**src/rtl/uart_tx_arbiter.sv**
```systemverilog
// -----------------------------------------------------------------------------
// uart_tx_arbiter
// Round-robin scheduler sharing one byte transmitter between NUM_REQ producers.
// Captures the winning byte, issues a one-cycle tx_start_o with stable
// tx_data_o, follows tx_busy_i until the frame ends, and aborts with a sticky
// err_timeout_o if the transmitter never reports busy.
//
// Optional build macro: UART_TX_ARB_PKT_LOCK_EN
//   When defined, a requester that delivers a byte with req_last_i=0 keeps the
//   grant until it delivers a byte with req_last_i=1 (or a watchdog abort).
//
// Ports:
//   clk_i          system clock
//   rst_i          synchronous reset, active-high
//   req_valid_i    per-requester byte valid
//   req_data_i     requester i byte at [i*DATA_W +: DATA_W]
//   req_last_i     last byte of a packet (packet-lock build only)
//   req_ready_o    one-hot accept, transfer on valid & ready
//   tx_start_o     one-cycle start pulse to the transmitter
//   tx_data_o      byte to the transmitter, stable from LAUNCH to frame end
//   tx_busy_i      transmitter busy
//   grant_id_o     index of the last accepted requester
//   arb_busy_o     high whenever the arbiter is not IDLE
//   err_timeout_o  sticky watchdog abort flag, cleared only by rst_i
// -----------------------------------------------------------------------------
module uart_tx_arbiter #(
  parameter int NUM_REQ      = 4,
  parameter int DATA_W       = 8,
  parameter int BUSY_TIMEOUT = 16
) (
  input  logic                        clk_i,
  input  logic                        rst_i,
  input  logic [NUM_REQ-1:0]          req_valid_i,
  input  logic [NUM_REQ*DATA_W-1:0]   req_data_i,
  input  logic [NUM_REQ-1:0]          req_last_i,
  output logic [NUM_REQ-1:0]          req_ready_o,
  output logic                        tx_start_o,
  output logic [DATA_W-1:0]           tx_data_o,
  input  logic                        tx_busy_i,
  output logic [$clog2(NUM_REQ)-1:0]  grant_id_o,
  output logic                        arb_busy_o,
  output logic                        err_timeout_o
);

  localparam int IDX_W   = $clog2(NUM_REQ);
  localparam int TIMER_W = $clog2(BUSY_TIMEOUT);

  typedef enum logic [1:0] {
    IDLE      = 2'd0,
    LAUNCH    = 2'd1,
    WAIT_BUSY = 2'd2,
    WAIT_DONE = 2'd3
  } state_t;

  state_t               state_q;
  logic [IDX_W-1:0]     rr_ptr_q;
  logic [IDX_W-1:0]     rr_ptr_d;
  logic [IDX_W-1:0]     grant_id_q;
  logic [DATA_W-1:0]    tx_data_q;
  logic                 tx_start_q;
  logic                 arb_busy_q;
  logic                 err_timeout_q;
  logic [TIMER_W-1:0]   timer_q;

  logic [NUM_REQ-1:0]   elig_mask;
  logic [IDX_W-1:0]     win_idx;
  logic                 win_found;
  logic [NUM_REQ-1:0]   ready_vec;
  logic                 accept;

`ifdef UART_TX_ARB_PKT_LOCK_EN
  logic                 lock_q;

  // While a packet is open only its owner may be granted, even if it is idle.
  always_comb begin
    elig_mask = {NUM_REQ{1'b0}};
    if (lock_q) begin
      elig_mask[grant_id_q] = req_valid_i[grant_id_q];
    end else begin
      elig_mask = req_valid_i;
    end
  end
`else
  logic                 unused_last;
  assign unused_last = ^req_last_i;

  // Without packet lock every valid requester competes.
  always_comb begin
    elig_mask = req_valid_i;
  end
`endif

  // Round-robin scan starting at rr_ptr_q; first eligible requester wins.
  always_comb begin
    int cand;
    cand      = 0;
    win_found = 1'b0;
    win_idx   = {IDX_W{1'b0}};
    for (int k = 0; k < NUM_REQ; k++) begin
      cand = int'(rr_ptr_q) + k;
      if (cand >= NUM_REQ) begin
        cand = cand - NUM_REQ;
      end else begin
        cand = cand + 0;
      end
      if (!win_found && elig_mask[cand]) begin
        win_found = 1'b1;
        win_idx   = IDX_W'(cand);
      end else begin
        win_found = win_found;
      end
    end
  end

  // Ready only in IDLE, out of reset and with an idle transmitter.
  always_comb begin
    ready_vec = {NUM_REQ{1'b0}};
    if ((state_q == IDLE) && !rst_i && !tx_busy_i && win_found) begin
      ready_vec[win_idx] = 1'b1;
    end else begin
      ready_vec = {NUM_REQ{1'b0}};
    end
  end

  assign accept = |(ready_vec & req_valid_i);

  // Next round-robin start: one past the last grant, wrapping at NUM_REQ-1.
  always_comb begin
    if (grant_id_q == IDX_W'(NUM_REQ - 1)) begin
      rr_ptr_d = {IDX_W{1'b0}};
    end else begin
      rr_ptr_d = grant_id_q + IDX_W'(1);
    end
  end

  // Arbiter FSM with registered transmitter-side outputs.
  always_ff @(posedge clk_i) begin
    if (rst_i) begin
      state_q       <= IDLE;
      rr_ptr_q      <= {IDX_W{1'b0}};
      grant_id_q    <= {IDX_W{1'b0}};
      tx_data_q     <= {DATA_W{1'b0}};
      tx_start_q    <= 1'b0;
      arb_busy_q    <= 1'b0;
      err_timeout_q <= 1'b0;
      timer_q       <= {TIMER_W{1'b0}};
`ifdef UART_TX_ARB_PKT_LOCK_EN
      lock_q        <= 1'b0;
`endif
    end else begin
      case (state_q)
        IDLE: begin
          // tx_start rises with the accept edge so it is high during LAUNCH.
          if (accept) begin
            state_q    <= LAUNCH;
            tx_start_q <= 1'b1;
            tx_data_q  <= req_data_i[win_idx*DATA_W +: DATA_W];
            grant_id_q <= win_idx;
            arb_busy_q <= 1'b1;
`ifdef UART_TX_ARB_PKT_LOCK_EN
            lock_q     <= ~req_last_i[win_idx];
`endif
          end else begin
            tx_start_q <= 1'b0;
            arb_busy_q <= 1'b0;
          end
        end
        LAUNCH: begin
          tx_start_q <= 1'b0;
          timer_q    <= {TIMER_W{1'b0}};
          state_q    <= WAIT_BUSY;
        end
        WAIT_BUSY: begin
          if (tx_busy_i) begin
            state_q <= WAIT_DONE;
          end else if (timer_q == TIMER_W'(BUSY_TIMEOUT - 1)) begin
            // Abort: byte dropped, pointer still moves on, any lock released.
            err_timeout_q <= 1'b1;
            state_q       <= IDLE;
            arb_busy_q    <= 1'b0;
            rr_ptr_q      <= rr_ptr_d;
`ifdef UART_TX_ARB_PKT_LOCK_EN
            lock_q        <= 1'b0;
`endif
          end else begin
            timer_q <= timer_q + TIMER_W'(1);
          end
        end
        WAIT_DONE: begin
          if (!tx_busy_i) begin
            state_q    <= IDLE;
            arb_busy_q <= 1'b0;
`ifdef UART_TX_ARB_PKT_LOCK_EN
            // Inside an open packet the pointer stays put.
            if (!lock_q) begin
              rr_ptr_q <= rr_ptr_d;
            end else begin
              rr_ptr_q <= rr_ptr_q;
            end
`else
            rr_ptr_q   <= rr_ptr_d;
`endif
          end else begin
            state_q <= WAIT_DONE;
          end
        end
        default: begin
          state_q    <= IDLE;
          tx_start_q <= 1'b0;
          arb_busy_q <= 1'b0;
        end
      endcase
    end
  end

  assign req_ready_o   = ready_vec;
  assign tx_start_o    = tx_start_q;
  assign tx_data_o     = tx_data_q;
  assign grant_id_o    = grant_id_q;
  assign arb_busy_o    = arb_busy_q;
  assign err_timeout_o = err_timeout_q;

endmodule
```
**config.mk**
```make
export PLATFORM = sky130hd
export DESIGN_NAME = uart_tx_arbiter
export DESIGN_NICKNAME = d
export VERILOG_FILES = /design/src/rtl/uart_tx_arbiter.sv
export SDC_FILE = /design/constraint.sdc
export NUM_CORES = 1
export LEC_CHECK = 0
export CAP_MARGIN = 20
export CORE_MARGIN = 5
export CORE_UTILIZATION = 39
export CTS_BUF_LIST = sky130_fd_sc_hd__clkbuf_8
export CTS_CLUSTER_DIAMETER = 50
export CTS_CLUSTER_SIZE = 16
export DETAILED_ROUTE_END_ITERATION = 6
export GPL_ROUTABILITY_DRIVEN = 0
export PLACE_DENSITY = 0.74
export RECOVER_POWER = 100
export SKIP_CTS_REPAIR_TIMING = 1
export SLEW_MARGIN = 20
export SYNTH_ARGS = -nofsm -noshare
export SYNTH_HDL_FRONTEND = slang
export SYNTH_SLANG_ARGS = --single-unit
```
**constraint.sdc**
```tcl
create_clock -name clk_i -period 1.7 [get_ports clk_i]
set_clock_uncertainty 0.05 [all_clocks]
set_input_delay 0.255 -clock clk_i [delete_from_list [all_inputs] [get_ports clk_i]]
set_output_delay 0.255 -clock clk_i [all_outputs]
set_load 0.01 [all_outputs]
```
* Word-level counts from Yosys, hierarchy flattened
Cells that the tools add are included.
** Storage, ports and cells
- Register bits after elaboration :: 21
- Logic and storage cells :: 111
** Cells by class
- Add/subtract/negate cells :: 9
- Magnitude comparators :: 10
- Eq/ne operators :: 11
- Shifts and indexed selects :: 1
- Muxes and demuxes :: 46
- Bitwise operators :: 2
- Reductions and logical operators :: 24
** Operator list (number)
- $lt A32 B4 Y1 const B :: 4
- $mux W32 :: 4
- $shiftx A32 B6 Y8 :: 1
- $mux W2 :: 12
- $mux W1 :: 17
- $mux W4 :: 3
- $sub A3 B3 Y4 const B :: 3
- $ne A2 B2 Y1 const B :: 5
- $ge A3 B3 Y1 const B :: 3
- $bmux W1 S2 :: 4
- $pmux W2 S4 :: 1
- $pmux W4 S2 :: 1
- $reduce_and A4 Y1 :: 2
- $logic_and A1 B1 Y1 :: 7
- $add A2 B2 Y3 const B :: 2
- $eq A2 B2 Y1 const B :: 3
- $reduce_and A3 Y1 :: 2
- $reduce_bool A2 Y1 :: 3
- $logic_not A1 Y1 :: 5
- $add A4 B1 Y4 const B :: 1
- $and A4 B4 Y4 :: 1
- $eq A4 B4 Y1 const B :: 1
- $pmux W2 S2 :: 1
- $reduce_and A2 Y1 :: 2
- 15 further kinds :: 15

* Logic depth before layout (Yosys ltp)
Gate-level depths: netlist of run 1.
- Depth in word-level cells :: 24
- Gate-level depth with buffers :: 8
- Depth with buffers taken out :: 7

* Worst setup path after synthesis of run 1
No wires, ideal clock.
- Path type :: register to output
- From :: register state_q[1]
- To :: output req_ready_o[2]
- Arrival :: 1500 ps
- Required time :: 1395 ps
- Slack :: -105 ps
- Cell stages (with the launch flop) :: 8
- Buffers on the path :: 1
- Cell sequence :: dfxtp_1 inv_1 ha_1 inv_1 nor4_2 nand3b_1 buf_2 nor2_1
** Between the ends
- Word-level cells in the longest chain between the ends :: 5
** Ends and longest elaborated chain
- start, declared :: line 55 : state_t state_q;
- start signal, assigned :: line 139 : state_q <= IDLE;
- start signal, assigned :: line 155 : state_q <= LAUNCH;
- start signal, assigned :: line 171 : state_q <= WAIT_BUSY;
- $logic_not A2 Y1 :: line 118 : if ((state_q == IDLE) && !rst_i && !tx_busy_i && win_found) begin
- $logic_and A1 B1 Y1 (3 in a row) :: line 118
- $mux W4 :: line 118
- end, declared :: line 36 : output logic [NUM_REQ-1:0] req_ready_o,
No other way between the ends.

* Final worst setup path of run 1
Ends and elaborated chain as after synthesis.

==> results by stage, run 1 <==
Logic synthesis:
- A synthesized cell averages around 8.6 µm².
- The area fraction in compound gates after synthesis is 0.333.
- The Yosys warning count is 0.
- The sequential-to-total area share from yosys stat is 0.302.
- In this run, synthesis produced a sequential element count of 21.
- The proportion of register bits with asynchronous set or reset after synthesis is 0.
- Of the total synthesized cell area, the portion taken by XOR and XNOR cells is 0.0126.
- The simple logic cell fraction of the synthesized area is 0.190.
- The synthesized netlist occupies a cell area of roughly 1400 µm².
- The adder-cell share of the synthesized area is 0.0539.
- After synthesis, the netlist uses 38 different library cells.
- Synthesis produced a netlist whose cell count is 161.
- Among all flip-flop cells after synthesis, the most frequent one is dfxtp_1.
- The number of synthesized flops with an enable pin is 0.
- By area, the combinational part of the netlist is dominated by compound AO/OA/AOI/OAI gates.
- The number of nets handed over by synthesis was 210.
- Of the post-synthesis cell area, the part taken by muxes is 0.0440.

Critical path:
- The required time of the worst setup path is 1390 ps.
- For the worst setup path, the data arrival time is 1610 ps.
- The type of element launching the critical path is a flip-flop.
- The setup path with the least slack is of type reg -> out.
- The critical path endpoint category is a primary output.
- The highest net fanout along the worst path is 4.

Drt:
- After detailed routing, the average wire length per cell comes to around 15 µm.
- The final layout contains routed wiring with a total length of 4.40 mm.
- The detail-routed via count per cell is 5.19.
- The count of routing violations after the opening detailed-route iteration is 54.
- The detailed-route DRC error count is 0.
- The routed via count is 1501.
- Before antenna repair, the detailed router went through 4 iterations.
- The number of nets with antenna violations after detailed routing is 0.

Power:
- Summing internal, switching and leakage power gives 1.92 mW.
- For this design the ratio of total power to cell area is 814 nW/µm².
- The worst voltage drop across the vdd grid is between 0.6 and 0.7 mV.
- Summed over all cells, the static leakage comes to 0.950 nW.

Floorplanning:
- The overall die area is 4870 µm².
- The number of standard-cell rows in the floorplan is 21.
- The initial utilization of the core area, before any placement, comes to 0.411.
- The die is between 60 and 70 µm tall.
- The total I/O pin count is 60.
- The x dimension of the die is ~70 µm.
- The total area inside the core boundary comes to 3390 µm².

Global routing:
- The first global-routing pass estimated 6.82 mm of wire.
- The pin count of the biggest net entering global routing is 23.
- The via count of the first global-routing pass was 1495.
- The number of antenna violations at the first check in global routing is 0.
- For this run, the total global-route usage over all layers was measured as 0.170.
- The remaining global-route overflow is 0.

STA:
- The post-layout worst setup margin is -211 ps.
- Static timing analysis puts the maximum clock frequency at 523 MHz.
- The time the worst path needs with I/O delays and setup is 1910 ps.
- The headroom to the max-slew limit is 0.748.
- Dividing the final minimum period by the clock period gives 1.12.
- At the pin with the least slew margin, the transition time is 375 ps.
- The max-slew violation total from the final report is 0.
- The final count of hold timing violations was 0.
- Setup repair after global routing could not meet its margin everywhere.
- Setup violations remaining at the end of the flow were counted as 4.

Final layout:
- Leaving out fill and tap cells, the most frequent cell in the layout is clkdlybuf4s50_1.
- Registers take 432 µm².
- The share of layout cells above drive strength 1 is 0.337.
- The number of standard cells in the layout, taps in and fillers out is about 290.
- The final layout contains just under 300 nets.
- Counting the fill cells in the layout gives 257.
- The number of antenna cells inserted is 0.
- The layout overhead on the synthesized area is 69.5%.
- The multi-input combinational cells in the finished layout cover a total of 1000 µm².
- In the layout the commonest cells are clkdlybuf4s50_1, buf_4, nor2_1, dfxtp_1, nand2_1.

CTS:
- The H-tree level count is 1.
- The buffer depth of the longest clock path is 2.
- Counting the buffers created by CTS gives 3.
- TritonCTS built the clock tree.
- Clock-pin slew was measured on the worst setup and hold paths at around 90 ps.
- The clock insertion delay at the later pin of the skew report is 270 ps.
- Clock tree synthesis found a total of 21 sinks.
- The master cell of the clock root buffer is clkbuf_8.

Outcome:
- The run finished, with violations left.
- The checks that failed: negative setup slack.

Placed design:
- The number of instances in the placed design is 281.
- The HPWL after detailed placement is roughly 3.3 mm.
- The count of input and output buffers is 55.

Min path:
- The min-delay analysis places its worst path in the category reg -> reg.

Job:
- The tool flagged a number of max-cap violations equal to 0.
[routing by layer]
layer | share of wire | GRT usage | wire length (µm) | vias up
li1 | - | - | - | 744
met3 | 0.051 | 0.0478 | 224 | 6
met4 | 0.0086 | 0.0340 | 38 | 0
met1 | 0.44 | 0.203 | 1930 | 710
met5 | 0 | 0 | 0 | -
met2 | 0.50 | 0.302 | 2210 | 41
[cell usage after synthesis, drive strengths merged (4+ instances only)]
library cell,count,share of area
nor2,17,0.046
nand2,15,0.040
ha,6,0.054
nor3,6,0.022
dfxtp,21,0.30
a211oi,16,0.11
a21boi,9,0.049
mux2i,5,0.036
o21ai,4,0.014
o21bai,8,0.043
buf,7,0.043
a21oi,16,0.076
inv,5,0.013
[sequential cells by signal, summed over array words and instances, names as in the netlist]
register       count
grant_id_o         2
err_timeout_o      1
arb_busy_o         1
rr_ptr_q           2
tx_data_o          8
tx_start_o         1
state_q            2
timer_q            4
[worst max-delay path, cell delays in order (launching register included)]
cell and delay (ps):
dfxtp_2 330, inv_2 80, ha_4 140, inv_2 40, nor4_4 190, nand3b_1 240
nor2_1 170, buf_2 150
[final cells by class]
| type | count | share of cell area |
|---|---|---|
| flip-flops and latches | 21 | 0.183 |
| inverters | 5 | 0.00795 |
| repair buffers | 88 | 0.340 |
| multi-input cells | 125 | 0.426 |
| clock buffers | 3 | 0.0175 |
| well taps | 46 | 0.0244 |
| clock inverters | 1 | 0.00212 |
[kinds of logic (layout without fill, tap and decap cells)]
family,after synthesis,after routing
XOR/XNOR,2,2
buffers and inverters,15,97
flip-flops,21,21
adder cells (fa/ha/maj),6,6
AND/OR/NAND/NOR,53,53
AO/OA/AOI/OAI,58,58
multiplexers,6,6
[path summary, 6_finish.rpt]
| check | startpoint | to | slack (ps) | cells past startpoint |
|---|---|---|---|---|
| worst max-delay path | state_q[1] | req_ready_o[2] | -210 | 7 |
| worst min-delay path | grant_id_o[1] | grant_id_o[1] | 440 | 2 |
| worst max register to register | state_q[1] | tx_data_o[0] | 50 | 8 |
| worst min register to register | grant_id_o[1] | grant_id_o[1] | 440 | 2 |
[report_power, final]
part / internal, mW / switching (mW) / total (mW) / leakage, nW
Combinational: 0.522 / 0.446 / 0.968 / 0.751
Clock: 0.164 / 0.184 / 0.348 / 0.0255
Sequential: 0.562 / 0.0433 / 0.606 / 0.174
[metrics by stage]
stage          setup TNS [ps]  cell area, µm²  worst slack [ps]   util  hold WS, ps
5_1_grt                 -1120            2360              -306  0.697          465
6_report                 -699            2360              -211  0.697          435
2_1_floorplan           -73.3            1400             -30.9      -          344
3_5_place_dp            -7900            2160              -740  0.637          428
4_1_cts                 -4270            2200              -743  0.650          440
3_3_place_gp            -6460            2160              -631  0.637          408
(Power assumes the default switching activity.)
==> inputs of run 2 (changes only) <==
--- a/config.mk
+++ b/config.mk
@@ -13,6 +13,7 @@
 export CTS_CLUSTER_SIZE = 16
 export DETAILED_ROUTE_END_ITERATION = 6
 export GPL_ROUTABILITY_DRIVEN = 0
+export GPL_TIMING_DRIVEN = 0
 export PLACE_DENSITY = 0.74
 export RECOVER_POWER = 100
 export SKIP_CTS_REPAIR_TIMING = 1
@@ -20,3 +21,4 @@
 export SYNTH_ARGS = -nofsm -noshare
 export SYNTH_HDL_FRONTEND = slang
 export SYNTH_SLANG_ARGS = --single-unit
+export TNS_END_PERCENT = 50
==> results by stage, run 2 (synthesis results as in run 1) <==
Power:
- The fraction of power consumed by combinational cells is 0.492 (was 0.504).
- The static power due to leakage is 0.977 nW (was 0.950 nW).
- The cell-internal power is 1.22 mW (was 1.25 mW).
- The switching part of the total power is 0.349 (was 0.350).
- The worst voltage drop across the vdd grid came to 0.500 mV (was 0.681 mV).
- The reported net switching power is 0.655 mW (was 0.674 mW).
- The clock group share of total power is 0.180 (was 0.181).
- The part of the total power dissipated in sequential elements came to 0.329 (was 0.315).
- The total power divided by cell area is 799 nW/µm² (was 814 nW/µm²).
- The total power of the final layout came to 1.87 mW (was 1.92 mW).

STA:
- The final setup TNS came to -2730 ps (was -699 ps).
- The headroom to the max-slew limit came to 0.688 (was 0.748).
- The portion of the clock cycle consumed by the worst path in the final layout is 1.31 (was 1.12).
- The post-layout worst setup margin was -520 ps (was -211 ps).
- The highest clock frequency the design can meet was 450 MHz (was 523 MHz).
- The worst slack on hold paths is 395 ps (was 435 ps).
- The final setup violation count is 19 (was 4).
- The final count of hold timing violations is 0 (unchanged).
- The time the worst path needs with I/O delays and setup came to 2220 ps (was 1910 ps).
- RSZ-0062 raised after global routing: yes (unchanged).
- The max-slew violation total from the final report is 0 (unchanged).
- The measured slew at the worst slew-check pin is 463 ps (was 375 ps).

Floorplanning:
- The total I/O pin count is 60 (unchanged).
- The x dimension of the die is 69.8 µm (unchanged).
- The die boundary height is 69.8 µm (unchanged).
- The overall die area is 4870 µm² (unchanged).
- The initial core utilization is 0.411 (unchanged).
- The number of standard-cell rows in the floorplan came to 21 (unchanged).
- The total core area is 3390 µm² (unchanged).

Drt:
- The count of routing violations after the opening detailed-route iteration came to 64 (was 54).
- The detail-routed via count per cell came to 5.16 (was 5.19).
- The number of detailed-route iterations in the first pass is 4 (unchanged).
- The detailed-route DRC error count is 0 (unchanged).
- The routed via count is 1480 (was 1501).
- The number of nets with antenna violations after detailed routing is 0 (unchanged).
- The post-detailed-route wirelength per cell is 15.6 µm (was 15.2 µm).
- The routed wire length is 4.49 mm (was 4.40 mm).

Critical path:
- List of cells traversed by the critical path: inv_4 -> ha_4 -> inv_4 -> nor4_4 -> nand3b_1 -> buf_6 -> buf_6 -> nor2_2 -> buf_2 (was inv_2 -> ha_4 -> inv_2 -> nor4_4 -> nand3b_1 -> nor2_1 -> buf_2).
- The required time of the worst setup path is 1390 ps (about the same).
- The peak per-stage delay on the critical path is 360 ps (was 330 ps).
- The highest net fanout along the worst path is 6 (was 4).
- The category of the critical setup timing path was reg -> out (unchanged).
- The slowest stage cell on the critical path is dfxtp_4 (was dfxtp_2).
- The critical path endpoint category is a primary output (unchanged).
- The type of element launching the critical path is a flip-flop (unchanged).
- The critical path arrival is 1910 ps (was 1610 ps).

Outcome:
- Failing checks: negative setup slack (unchanged).
- Result of the run: finished with violations (unchanged).

CTS:
- The clock insertion delay at the later pin of the skew report is 260 ps (was 270 ps).
- The master cell of the clock root buffer was clkbuf_8 (unchanged).
- The H-tree level count is 1 (unchanged).
- The total clock buffers created by CTS is 3 (unchanged).
- The clock-pin transition on the worst setup and hold timing paths is 80 ps (was 90 ps).
- The clock net sink count is 21 (unchanged).
- The buffer depth of the longest clock path is 2 (unchanged).
- The TritonCTS clock tree is built (unchanged).

Final layout:
- The share of layout cells above drive strength 1 is 0.315 (was 0.337).
- The layout filler cell count is 274 (was 257).
- The flip-flop count of the largest register, all copies and words added is 8 (unchanged).
- The number of standard cells in the layout, taps in and fillers out is 287 (was 289).
- The number of antenna cells inserted is 0 (unchanged).
- Top library cells by usage in the layout, fill and taps aside: clkdlybuf4s50_1, buf_4, dfxtp_1, nor2_1, nand2_1 (was clkdlybuf4s50_1, buf_4, nor2_1, dfxtp_1, nand2_1).
- The final layout net count is 291 (was 293).
- The layout overhead on the synthesized area is 68.3% (was 69.5%).
- The commonest non-fill, non-tap cell in the layout is clkdlybuf4s50_1 (unchanged).

Global routing:
- The overall track demand over capacity in global routing was 0.165 (was 0.170).
- The first-pass GRT wire length is 6.64 mm (was 6.82 mm).
- The via count of the first global-routing pass is 1397 (was 1495).
- The remaining global-route overflow is 0 (unchanged).
- The pin count of the biggest net entering global routing is 13 (was 23).
- The number of antenna violations at the first check in global routing came to 0 (unchanged).

Placed design:
- The count of input and output buffers is 54 (was 55).
- The HPWL after detailed placement is 3.03 mm (was 3.33 mm).
- The number of instances in the placed design is 261 (was 281).
- The post-placement setup slack was -1040 ps (was -740 ps).

Min path:
- The worst hold-check path type is in -> reg (was reg -> reg).

Job:
- The reported max-cap violation count came to 0 (unchanged).
## run 2: cell types whose count changed in the layout (fill, tap and decap cells not counted), sizes merged
cell and delta:
clkdlybuf4s50 -13, dlygate4sd3 +13, buf -3, clkbuf +2, dlymetal6s2s -1
## run 2: path summary, 6_finish.rpt
kind / startpoint / end / slack (ps) / depth (start not counted)
min reg2reg: err_timeout_o / err_timeout_o / 420 / 2
max reg2reg: state_q[1] / tx_data_o[4] / -200 / 10
min: tx_busy_i / err_timeout_o / 400 / 4
max: state_q[1] / req_ready_o[3] / -520 / 9
## run 2: final cells by class
type                            count  area, µm²  area share
Multi-Input combinational cell    125        992       0.423
Timing Repair Buffer               78        722       0.308
Sequential cell                    21        429       0.183
Buffer                              8       72.6      0.0310
Tap cell                           46       57.6      0.0246
Clock buffer                        3       41.3      0.0176
Inverter                            5       23.8      0.0101
Clock inverter                      1       5.00     0.00214
## run 2: power by group through the flow
stage          clock (mW)  sequential [mW]  combinational (mW)
2_1_floorplan           0            0.633               0.421
3_3_place_gp            0            0.614               0.702
3_5_place_dp            0            0.619               0.727
4_1_cts             0.344            0.608               0.730
5_1_grt             0.354            0.625               0.995
6_report            0.336            0.616               0.921
## run 2: worst max-delay path, delay by kind of cell, from the launching register on
family / cells / cell delay [ps]
and+or+nand+nor: 3 / 610
buffers and inverters: 5 / 530
DFF: 1 / 360
adders and majority gates: 1 / 140
## run 2: per-stage QoR
step / util / instance area [µm²]
final: 0.691 / 2340
after global routing: 0.691 / 2340
after CTS: 0.604 / 2050
after detailed placement: 0.590 / 2000
after global placement: 0.590 / 2000
after floorplan: - / 1400
## run 2: per-layer routing
metal	vias up	part of all wire	track usage
li1	744	-	-
met1	686	0.44	0.205
met2	44	0.50	0.286
met3	6	0.052	0.0420
met4	0	0.012	0.0362
met5	-	0	0
